[src/rtl/adder_pkg.sv]
// Shared definitions for the adder family: serial sequencer state encoding and width limits.
package adder_pkg;

    typedef enum logic [1:0] {
        IDLE = 2'b00,
        RUN  = 2'b01,
        DONE = 2'b10
    } serial_add_state_t;

    localparam int SERIAL_ADD_WIDTH_DEF = 8;
    localparam int SERIAL_ADD_WIDTH_MAX = 64;

endpackage

[src/rtl/f_adder1.sv]
// 1-bit full-adder cell; the shared bit datapath of the serial adder.
module f_adder1 (
    input  logic a,
    input  logic b,
    input  logic ci,
    output logic s,
    output logic co
);

    assign s  = a ^ b ^ ci;
    assign co = (a & b) | (ci & (a ^ b));

endmodule

[src/rtl/serial_add_seq.sv]
// Bit-serial adder: one full-adder cell stepped LSB first over WIDTH cycles, start/busy/done handshake.
// Optional signed-overflow output enabled by SERIAL_ADD_OVF_EN.
module serial_add_seq
    import adder_pkg::*;
#(
    parameter int WIDTH = SERIAL_ADD_WIDTH_DEF
) (
    input  logic             clk,
    input  logic             rst_n,
    input  logic             start,
    input  logic [WIDTH-1:0] a,
    input  logic [WIDTH-1:0] b,
    input  logic             cin,
    output logic             busy,
    output logic             done,
    output logic [WIDTH-1:0] sum,
    output logic             cout
`ifdef SERIAL_ADD_OVF_EN
    ,
    output logic             ovf
`endif
);

    localparam int CW = (WIDTH > 1) ? $clog2(WIDTH) : 1;

    serial_add_state_t state;
    logic [WIDTH-1:0]  sa, sb;
    logic [WIDTH-2:0]  acc;
    logic              c_r;
    logic [CW-1:0]     cnt;
    logic              bit_s, bit_c;
    logic              last;
    logic [WIDTH-1:0]  acc_shift;

    f_adder1 u_fa (
        .a  (sa[0]),
        .b  (sb[0]),
        .ci (c_r),
        .s  (bit_s),
        .co (bit_c)
    );

    assign last      = (cnt == CW'(WIDTH - 1));
    // acc holds the low WIDTH-1 result bits; the final bit goes straight into sum.
    assign acc_shift = {bit_s, acc};

    always_ff @(posedge clk or negedge rst_n) begin
        if (!rst_n) begin
            state <= IDLE;
            busy  <= 1'b0;
            done  <= 1'b0;
            sum   <= '0;
            cout  <= 1'b0;
            sa    <= '0;
            sb    <= '0;
            acc   <= '0;
            c_r   <= 1'b0;
            cnt   <= '0;
`ifdef SERIAL_ADD_OVF_EN
            ovf   <= 1'b0;
`endif
        end else begin
            done <= 1'b0;
            case (state)
                IDLE, DONE: begin
                    if (start) begin
                        sa    <= a;
                        sb    <= b;
                        c_r   <= cin;
                        cnt   <= '0;
                        busy  <= 1'b1;
                        state <= RUN;
                    end else begin
                        busy  <= 1'b0;
                        state <= IDLE;
                    end
                end
                RUN: begin
                    sa  <= sa >> 1;
                    sb  <= sb >> 1;
                    acc <= acc_shift[WIDTH-1:1];
                    c_r <= bit_c;
                    cnt <= cnt + CW'(1);
                    if (last) begin
                        sum   <= acc_shift;
                        cout  <= bit_c;
`ifdef SERIAL_ADD_OVF_EN
                        // c_r is the carry into the MSB, bit_c the carry out of it
                        ovf   <= c_r ^ bit_c;
`endif
                        done  <= 1'b1;
                        busy  <= 1'b0;
                        state <= DONE;
                    end
                end
                default: begin
                    busy  <= 1'b0;
                    state <= IDLE;
                end
            endcase
        end
    end

endmodule

[config.mk]
export PLATFORM = sky130hd
export DESIGN_NAME = serial_add_seq
export DESIGN_NICKNAME = d
export VERILOG_FILES = /design/src/rtl/adder_pkg.sv /design/src/rtl/f_adder1.sv /design/src/rtl/serial_add_seq.sv
export SDC_FILE = /design/constraint.sdc
export NUM_CORES = 1
export LEC_CHECK = 0
export ABC_AREA = 1
export CAP_MARGIN = 10
export CORE_ASPECT_RATIO = 1.2
export CORE_MARGIN = 4
export CORE_UTILIZATION = 52
export CTS_CLUSTER_DIAMETER = 150
export CTS_CLUSTER_SIZE = 40
export DETAILED_ROUTE_END_ITERATION = 12
export PLACE_DENSITY_LB_ADDON = 0.15
export SYNTH_ARGS = -nofsm -noshare
export SYNTH_HDL_FRONTEND = slang
export SYNTH_SLANG_ARGS = --single-unit
[constraint.sdc]
create_clock -name clk -period 1.6 [get_ports clk]
set_input_delay 0.32 -clock clk [delete_from_list [all_inputs] [get_ports clk]]
set_output_delay 0.32 -clock clk [all_outputs]
set_load 0.005 [all_outputs]
* After elaboration in Yosys (flattened, before gate mapping)
Index checks and enable logic that the tools add are counted.
W data, S select, Z words.
** Storage, ports and cells
- Register bits after elaboration :: 40
- Output and inout bits :: 11
** Operators by class
- $add $sub $neg :: 1
- Equal/unequal tests :: 5
- Mux-type cells :: 16
- Bitwise operators :: 5
- Reductions and logical operators :: 5
** Operators with widths (number)
- $pmux W8 S2 :: 2
- $mux W8 :: 2
- $mux W1 :: 6
- $pmux W3 S2 :: 1
- $ne A2 B2 Y1 const B :: 2
- $pmux W1 S2 :: 2
- $pmux W2 S2 :: 1
- $reduce_and A2 Y1 :: 2
- $add A3 B1 Y3 const B :: 1
- $eq A3 B3 Y1 const B :: 1
- $mux W3 :: 1
- $and A1 B1 Y1 :: 2
- $eq A2 B1 Y1 const B :: 1
- $eq A2 B2 Y1 const B :: 1
- $logic_not A2 Y1 :: 1
- $mux W2 :: 1
- $reduce_bool A2 Y1 :: 1
- $reduce_or A2 Y1 :: 1
- $xor A1 B1 Y1 :: 2
- $or A1 B1 Y1 :: 1

* Depth between registers and ports, before layout
Gate-level depths: netlist of run 1.
- Depth after elaboration :: 4
- Depth in mapped cells :: 8
- Depth with buffers taken out :: 6

* Hierarchy
A second synthesis of run 1 with hierarchy kept.
** Second synthesis, totals
- Cell total of the unflattened synthesis :: 224
- Area, all modules :: 1895.6 sq um
** Modules (own cells, without submodules)
- serial_add_seq :: instances 1, cells an instance 223, area an instance 1875.5 sq um
- f_adder1 :: instances 1, cells an instance 1, area an instance 20.0 sq um

* Worst setup path after synthesis of run 1
Ideal clock, no wire load.
- Kind :: register -> register
- From :: register cnt[0]
- To :: register sum[0]
- Setup time :: 0.065 ns
- Arrival time :: 1.158 ns
- Slack :: 0.377 ns
- Cell stages (with the launch flop) :: 7
- Buffers on the path :: 1
- Cells stage by stage :: dfrtp_1 ha_1 ha_1 nand2_4 buf_6 nand2_1 nand2_1
** On the way
- Word-level cells in the longest chain between the ends :: 2
** Ends and longest elaborated chain
- start, declared :: line serial_add_seq.sv:30 : logic [CW-1:0] cnt;
- start signal, assigned :: line serial_add_seq.sv:83 : cnt <= cnt + CW'(1);
- $eq A3 B3 Y1 :: line serial_add_seq.sv:43 : assign last = (cnt == CW'(WIDTH - 1));
- $reduce_and A2 Y1 (no source line)
- end signal, assigned :: line serial_add_seq.sv:85 : sum <= acc_shift;
- end, declared :: line serial_add_seq.sv:16 : output logic [WIDTH-1:0] sum,
No other way between the ends.
A chain may end at the register's enable or synchronous reset.

* Worst setup path after layout of run 1
- From :: register busy
- To :: output busy
** RTL lines
- start, declared :: line serial_add_seq.sv:14 : output logic busy,
- start signal, assigned :: line serial_add_seq.sv:50 : busy <= 1'b0;
- start signal, assigned :: line serial_add_seq.sv:71 : busy <= 1'b1;
- start signal, assigned :: line serial_add_seq.sv:74 : busy <= 1'b0;
No word-level cell between the ends.

==> results of run 1 <==
==> power groups by stage <==
stage          clock network (W)  logic, W  registers, W
4_1_cts                 0.000827   0.00202       0.00175
6_report                0.000807   0.00198       0.00175
2_1_floorplan                  0   0.00150       0.00171
3_3_place_gp                   0   0.00195       0.00175
3_5_place_dp                   0   0.00202       0.00176
5_1_grt                 0.000871   0.00230       0.00181
==> Yosys cell counts <==
master / n / area share (%)
a21oi_1: 1 / 0.26
buf_2: 5 / 1.3
buf_4: 1 / 0.40
buf_6: 3 / 1.8
dfrtp_1: 40 / 53
fa_1: 1 / 1.1
ha_1: 2 / 1.3
inv_1: 40 / 7.9
inv_2: 1 / 0.20
inv_4: 2 / 0.66
nand2_1: 73 / 14
nand2_4: 4 / 2.4
nand3_1: 30 / 7.9
nor2_1: 2 / 0.40
nor2_4: 1 / 0.60
o21ai_0: 10 / 2.6
o21ai_2: 8 / 3.7
==> routing by layer <==
metal	wire [µm]	vias up	share of wire (%)	global-route usage, %
met3	195	5	5.7	4.230
li1	-	745	-	-
met2	1650	47	48	27.55
met1	1523	645	44	20.49
met4	65	0	1.9	8.578
met5	0	-	0	0
==> metrics by stage <==
| stage | std cells | utilization [%] |
|---|---|---|
| 6_report | 297 | 68.03 |
| 5_1_grt | 297 | 68.03 |
| 4_1_cts | 297 | 68.03 |
| 3_5_place_dp | 288 | 64.60 |
| 3_3_place_gp | 288 | 64.60 |
| 2_1_floorplan | 224 | - |
==> registers in the layout (all words and copies together) (netlist names) <==
name	count
done	1
cout	1
sum	8
cnt	3
sa	8
busy	1
c_r	1
sb	8
acc	7
state	2
==> cell families after synthesis <==
logic type      share of synthesized area (%)
fa+ha+maj                               2.381
buf+inv                                 12.30
simple gates                            25.79
compound gates                          6.614
flops                                   52.91
==> path summary, 6_finish.rpt <==
| path | start | endpoint | slack (ps) |
|---|---|---|---|
| setup / recovery | busy$_DFFE_PN0P_ | busy | 130 |
| hold / removal | rst_n | done$_DFF_PN0_ | 480 |
| setup reg to reg | cnt[0]$_DFFE_PN0P_ | sum[0]$_DFFE_PN0P_ | 230 |
| hold reg to reg | sa[3]$_DFFE_PN0P_ | sa[3]$_DFFE_PN0P_ | 480 |
| max in group asynchronous | rst_n | cnt[1]$_DFFE_PN0P_ | 590 |
| min in group clk | sa[3]$_DFFE_PN0P_ | sa[3]$_DFFE_PN0P_ | 480 |
==> cell type report <==
class                           instances  area, µm²
Fill cell                             291       1095
Clock inverter                          2      35.03
Timing Repair Buffer                   37      350.3
Tap cell                               37      46.29
Clock buffer                            6      72.57
Inverter                               43      166.4
Multi-Input combinational cell        132      658.1
Sequential cell                        40       1001
==> timing repair <==
item,CTS,global route
endpoints found under the hold margin,17,0
hold buffers,1,0
gates resized for setup,0,0
==> reports/metrics.cfg, run 1 <==
[status]
outcome=finished, final reports clean

[sta]
hold_ws_ps=476.3
setup_slack_ps=125.5
drv_slew=0
skew_ps=5.010
max_freq_mhz=678.2
hold_viol=0
min_period_ps=1474
final-setup-viol-count=0
relSlewSlack_pct=73.56
tns_ps=0
fin_crit_sh_pct=92.15
worst_pin_slew_ps=396.5
rsz0062_at_grt=false

[critical_path]
reg2reg_depth=6
critical_path_class=reg2out
cp_top_family=buffers and inverters
worstSetupStartpointType=register
slowest_delay_ps=510
cp_num_buf_inv=1
path_cells=clkdlybuf4s50_1
critPathRequiredTime_ps=1280
critical_path.slowest_cell=clkdlybuf4s50_1
cp_data_arrival_time_ps=1150
cp-end-kind=primary output
crit_fanout=2
path_depth=1

[synthesis]
syn_area_mm2=0.001892
synth_cell_types=17
syn_inst=224
synth-seq-area-share_pct=52.91
syn_avg_cell_area_um2=8.446
yosys_warnings=0
synth_nets=247
ys_seq_elements=40

[clocking]
htree_levels=2
cts_tree=yes
clock_latency_ps=290
cts_buffers=5
cts.clk_slew.worst_paths_ps=80
cts_sinks=40
root_buffer=clkbuf_8
postCtsSetupBuffers=0
clockBufferDepth=2

[die]
die_h_um=74.08
die_w_um=63.06
io_pins=31
rows=23
die_area_mm2=0.004671
start_util_pct=55.24
core_area_mm2=0.003425

[pwr]
p_sw_share_pct=38.51
p_total_w=0.004537
p_switching_w=0.001747
power_density_mw_per_mm2=1947
comb_power_share_pct=43.7
p_int_w=0.002790
ir_drop_mv=0.8637
clock_power_share_pct=17.8
seqPwrFrac_pct=38.5
p_leak_nw=1.262

[global_route]
antenna_found_initial=0
grt_max_degree=20
grt_overflow=0
grt_pass1_vias=1339
grt_pass1_wl_um=5975
grt_use_total_pct=16.68

[placement]
io_buffers=30
place_ws_ps=144.3
hpwl_um=2403
place_congestion=0.7518
placed_area_mm2=0.002212

[layout]
area_delta_synth_final_pct=23.15
insertedDiodeCount=0
drive_gt1_share_pct=11.54
nets=282
final_cell_mix=nand2_1, inv_1, dfrtp_1, nand3_1, clkdlybuf4s50_1
final_common_cell=nand2_1
fin_area_mm2=0.002330

[drt]
drt_iter0_markers=88
via_count=1442
drt_first_pass_iters=4
drt_drc_violations_left=0
wl_per_cell_um=11.56
drt_wl_total_um=3434
vias_per_cell=4.855
postRouteAntennaNets=0

[hold_path]
min_path_type=in2async

[flow_run]
cap_violations=0

Note: power is estimated with default switching activity, not from simulation.
==> run 2: changes to the inputs <==
--- a/config.mk
+++ b/config.mk
@@ -9,5 +9,7 @@
 export CAP_MARGIN = 10
+export CELL_PAD_IN_SITES_DETAIL_PLACEMENT = 1
+export CELL_PAD_IN_SITES_GLOBAL_PLACEMENT = 1
 export CORE_ASPECT_RATIO = 1.2
 export CORE_MARGIN = 4
-export CORE_UTILIZATION = 52
+export CORE_UTILIZATION = 39
 export CTS_CLUSTER_DIAMETER = 150
--- a/constraint.sdc
+++ b/constraint.sdc
@@ -3,2 +3,2 @@
 set_output_delay 0.32 -clock clk [all_outputs]
-set_load 0.005 [all_outputs]
+set_load 0.05 [all_outputs]
==> reports/metrics.cfg, run 2 (synthesis gave the netlist of run 1 again) <==
[global_route]
antenna_found_initial=0  ; unchanged
grt_max_degree=41  ; +110%
grt_pass1_vias=1580  ; +18%
grt_pass1_wl_um=7293  ; +22%
grt_overflow=0  ; unchanged
grt_use_total_pct=15.19  ; -1.5 points

[layout]
final_common_cell=nand2_1
area_delta_synth_final_pct=24.07
nets=281  ; -0.35%
final_cell_mix=nand2_1, inv_1, dfrtp_1, nand3_1, clkdlybuf4s50_1
final_cells=317  ; +6.7%
drive_gt1_share_pct=16.22  ; +4.7 points
reg_top3=sa (8), sb (8), sum (8)
insertedDiodeCount=0  ; unchanged

[status]
outcome=finished, final reports clean

[sta]
max_freq_mhz=713.8  ; +5.2%
relSlewSlack_pct=66.20  ; -7.4 points
rsz0062_at_grt=false
skew_ps=8.799  ; +3.789 ps
worst_pin_slew_ps=507.0  ; +110.5 ps
min_period_ps=1401  ; -73.52 ps
final-setup-viol-count=0  ; unchanged
tns_ps=0  ; unchanged
fin_crit_sh_pct=87.56  ; -4.6 points
hold_viol=0  ; unchanged
drv_slew=0  ; unchanged

[critical_path]
crit_fanout=19  ; +17
critPathRequiredTime_ps=1800  ; +520 ps
cp-end-kind=register
worstSetupStartpointType=register
cp_data_arrival_time_ps=1600  ; +450 ps
critical_path_class=reg2reg

[die]
io_pins=31  ; unchanged
die_h_um=84.30  ; +14%
rows=27  ; +17%
die_area_mm2=0.006034  ; +29%
die_w_um=71.58  ; +14%
start_util_pct=40.88  ; -14 points
core_area_mm2=0.004628  ; +35%

[clocking]
cts_sinks=40  ; unchanged
cts_tree=yes
postCtsSetupBuffers=0  ; unchanged
cts_buffers=5  ; unchanged
cts_hold_buf=0  ; -1
clockBufferDepth=2  ; unchanged
clock_latency_ps=290  ; about the same
root_buffer=clkbuf_8
htree_levels=2  ; unchanged
post_cts_resized=0  ; unchanged
cts.clk_slew.worst_paths_ps=80  ; about the same

[drt]
via_count=1474  ; +2.2%
wl_per_cell_um=12.58  ; +8.8%
drt_first_pass_iters=4  ; unchanged
postRouteAntennaNets=0  ; unchanged
drt_wl_total_um=3987  ; +16%
drt_iter0_markers=75  ; -15%
vias_per_cell=4.650  ; -4.2%
drt_drc_violations_left=0  ; unchanged

[pwr]
ir_drop_mv=0.7588  ; -12%
p_leak_nw=1.282  ; +1.5%
power_density_mw_per_mm2=2152  ; +11%

[placement]
io_buffers=30  ; unchanged
dp_cells=309  ; +7.3%
hpwl_um=2868  ; +19%
place_congestion=0.7270  ; -3.3%

[hold_path]
min_path_type=in2async

[flow_run]
cap_violations=0  ; unchanged

==> run 2: path summary, 6_finish.rpt <==
path | start | end | slack (ps) | depth (start not counted)
min reg2reg | acc[0]$_DFFE_PN0P_ | sum[0]$_DFFE_PN0P_ | 480 | 2
max | cnt[0]$_DFFE_PN0P_ | sum[0]$_DFFE_PN0P_ | 200 | 6
max reg2reg | cnt[0]$_DFFE_PN0P_ | sum[0]$_DFFE_PN0P_ | 200 | 6
min | rst_n | sum[0]$_DFFE_PN0P_ | 70 | 2
min in group clk | acc[0]$_DFFE_PN0P_ | sum[0]$_DFFE_PN0P_ | 480 | 2
max in group asynchronous | rst_n | state[1]$_DFFE_PN0P_ | 1170 | 2
==> run 2: metal layers <==
metal  track usage [%]  share of wire (%)  up-vias
li1                  -                  -      741
met1             19.06                 42      704
met2             25.67                 52       23
met3             3.952                3.9        6
met4             4.103                1.4        0
met5                 0                  0        -
==> run 2: area by class of cell <==
class / instances / area [µm²]
Fill cell: 565 / 2281
Clock inverter: 3 / 42.54
Sequential cell: 40 / 1001
Tap cell: 58 / 72.57
Clock buffer: 5 / 68.82
Inverter: 43 / 166.4
Timing Repair Buffer: 36 / 337.8
Multi-Input combinational cell: 132 / 658.1
==> run 2: report_power, final <==
group	leakage [nW]	internal [W]	total, W	switching (W)
combinational	0.728	0.000878	0.00245	0.00157
clock	0.0541	0.000462	0.000836	0.000374
sequential	0.499	0.00148	0.00176	0.000280
total	1.28	0.00282	0.00505	0.00223
==> run 2: worst max-delay path, stage by stage, from the launching register on <==
cell and delay, ps:
dfrtp_1 410, ha_1 210, ha_1 240, nand2_4 240, inv_1 90, nand2_1 70, nand2_1 40
==> run 2: through the flow <==
| step | power, W | instance area [µm²] | util, % | hold WS (ps) | setup WS [ps] |
|---|---|---|---|---|---|
| after floorplan | 0.003579 | 1892 | - | 24.41 | 358.9 |
| after global placement | 0.004212 | 2236 | 48.31 | 422.6 | 112.7 |
| after detailed placement | 0.004291 | 2236 | 48.31 | 412.2 | 106.0 |
| after CTS | 0.005149 | 2347 | 50.72 | 89.50 | 178.5 |
| after global routing | 0.005564 | 2347 | 50.72 | 110.1 | 88.44 |
| final | 0.005051 | 2347 | 50.72 | 69.08 | 199.1 |
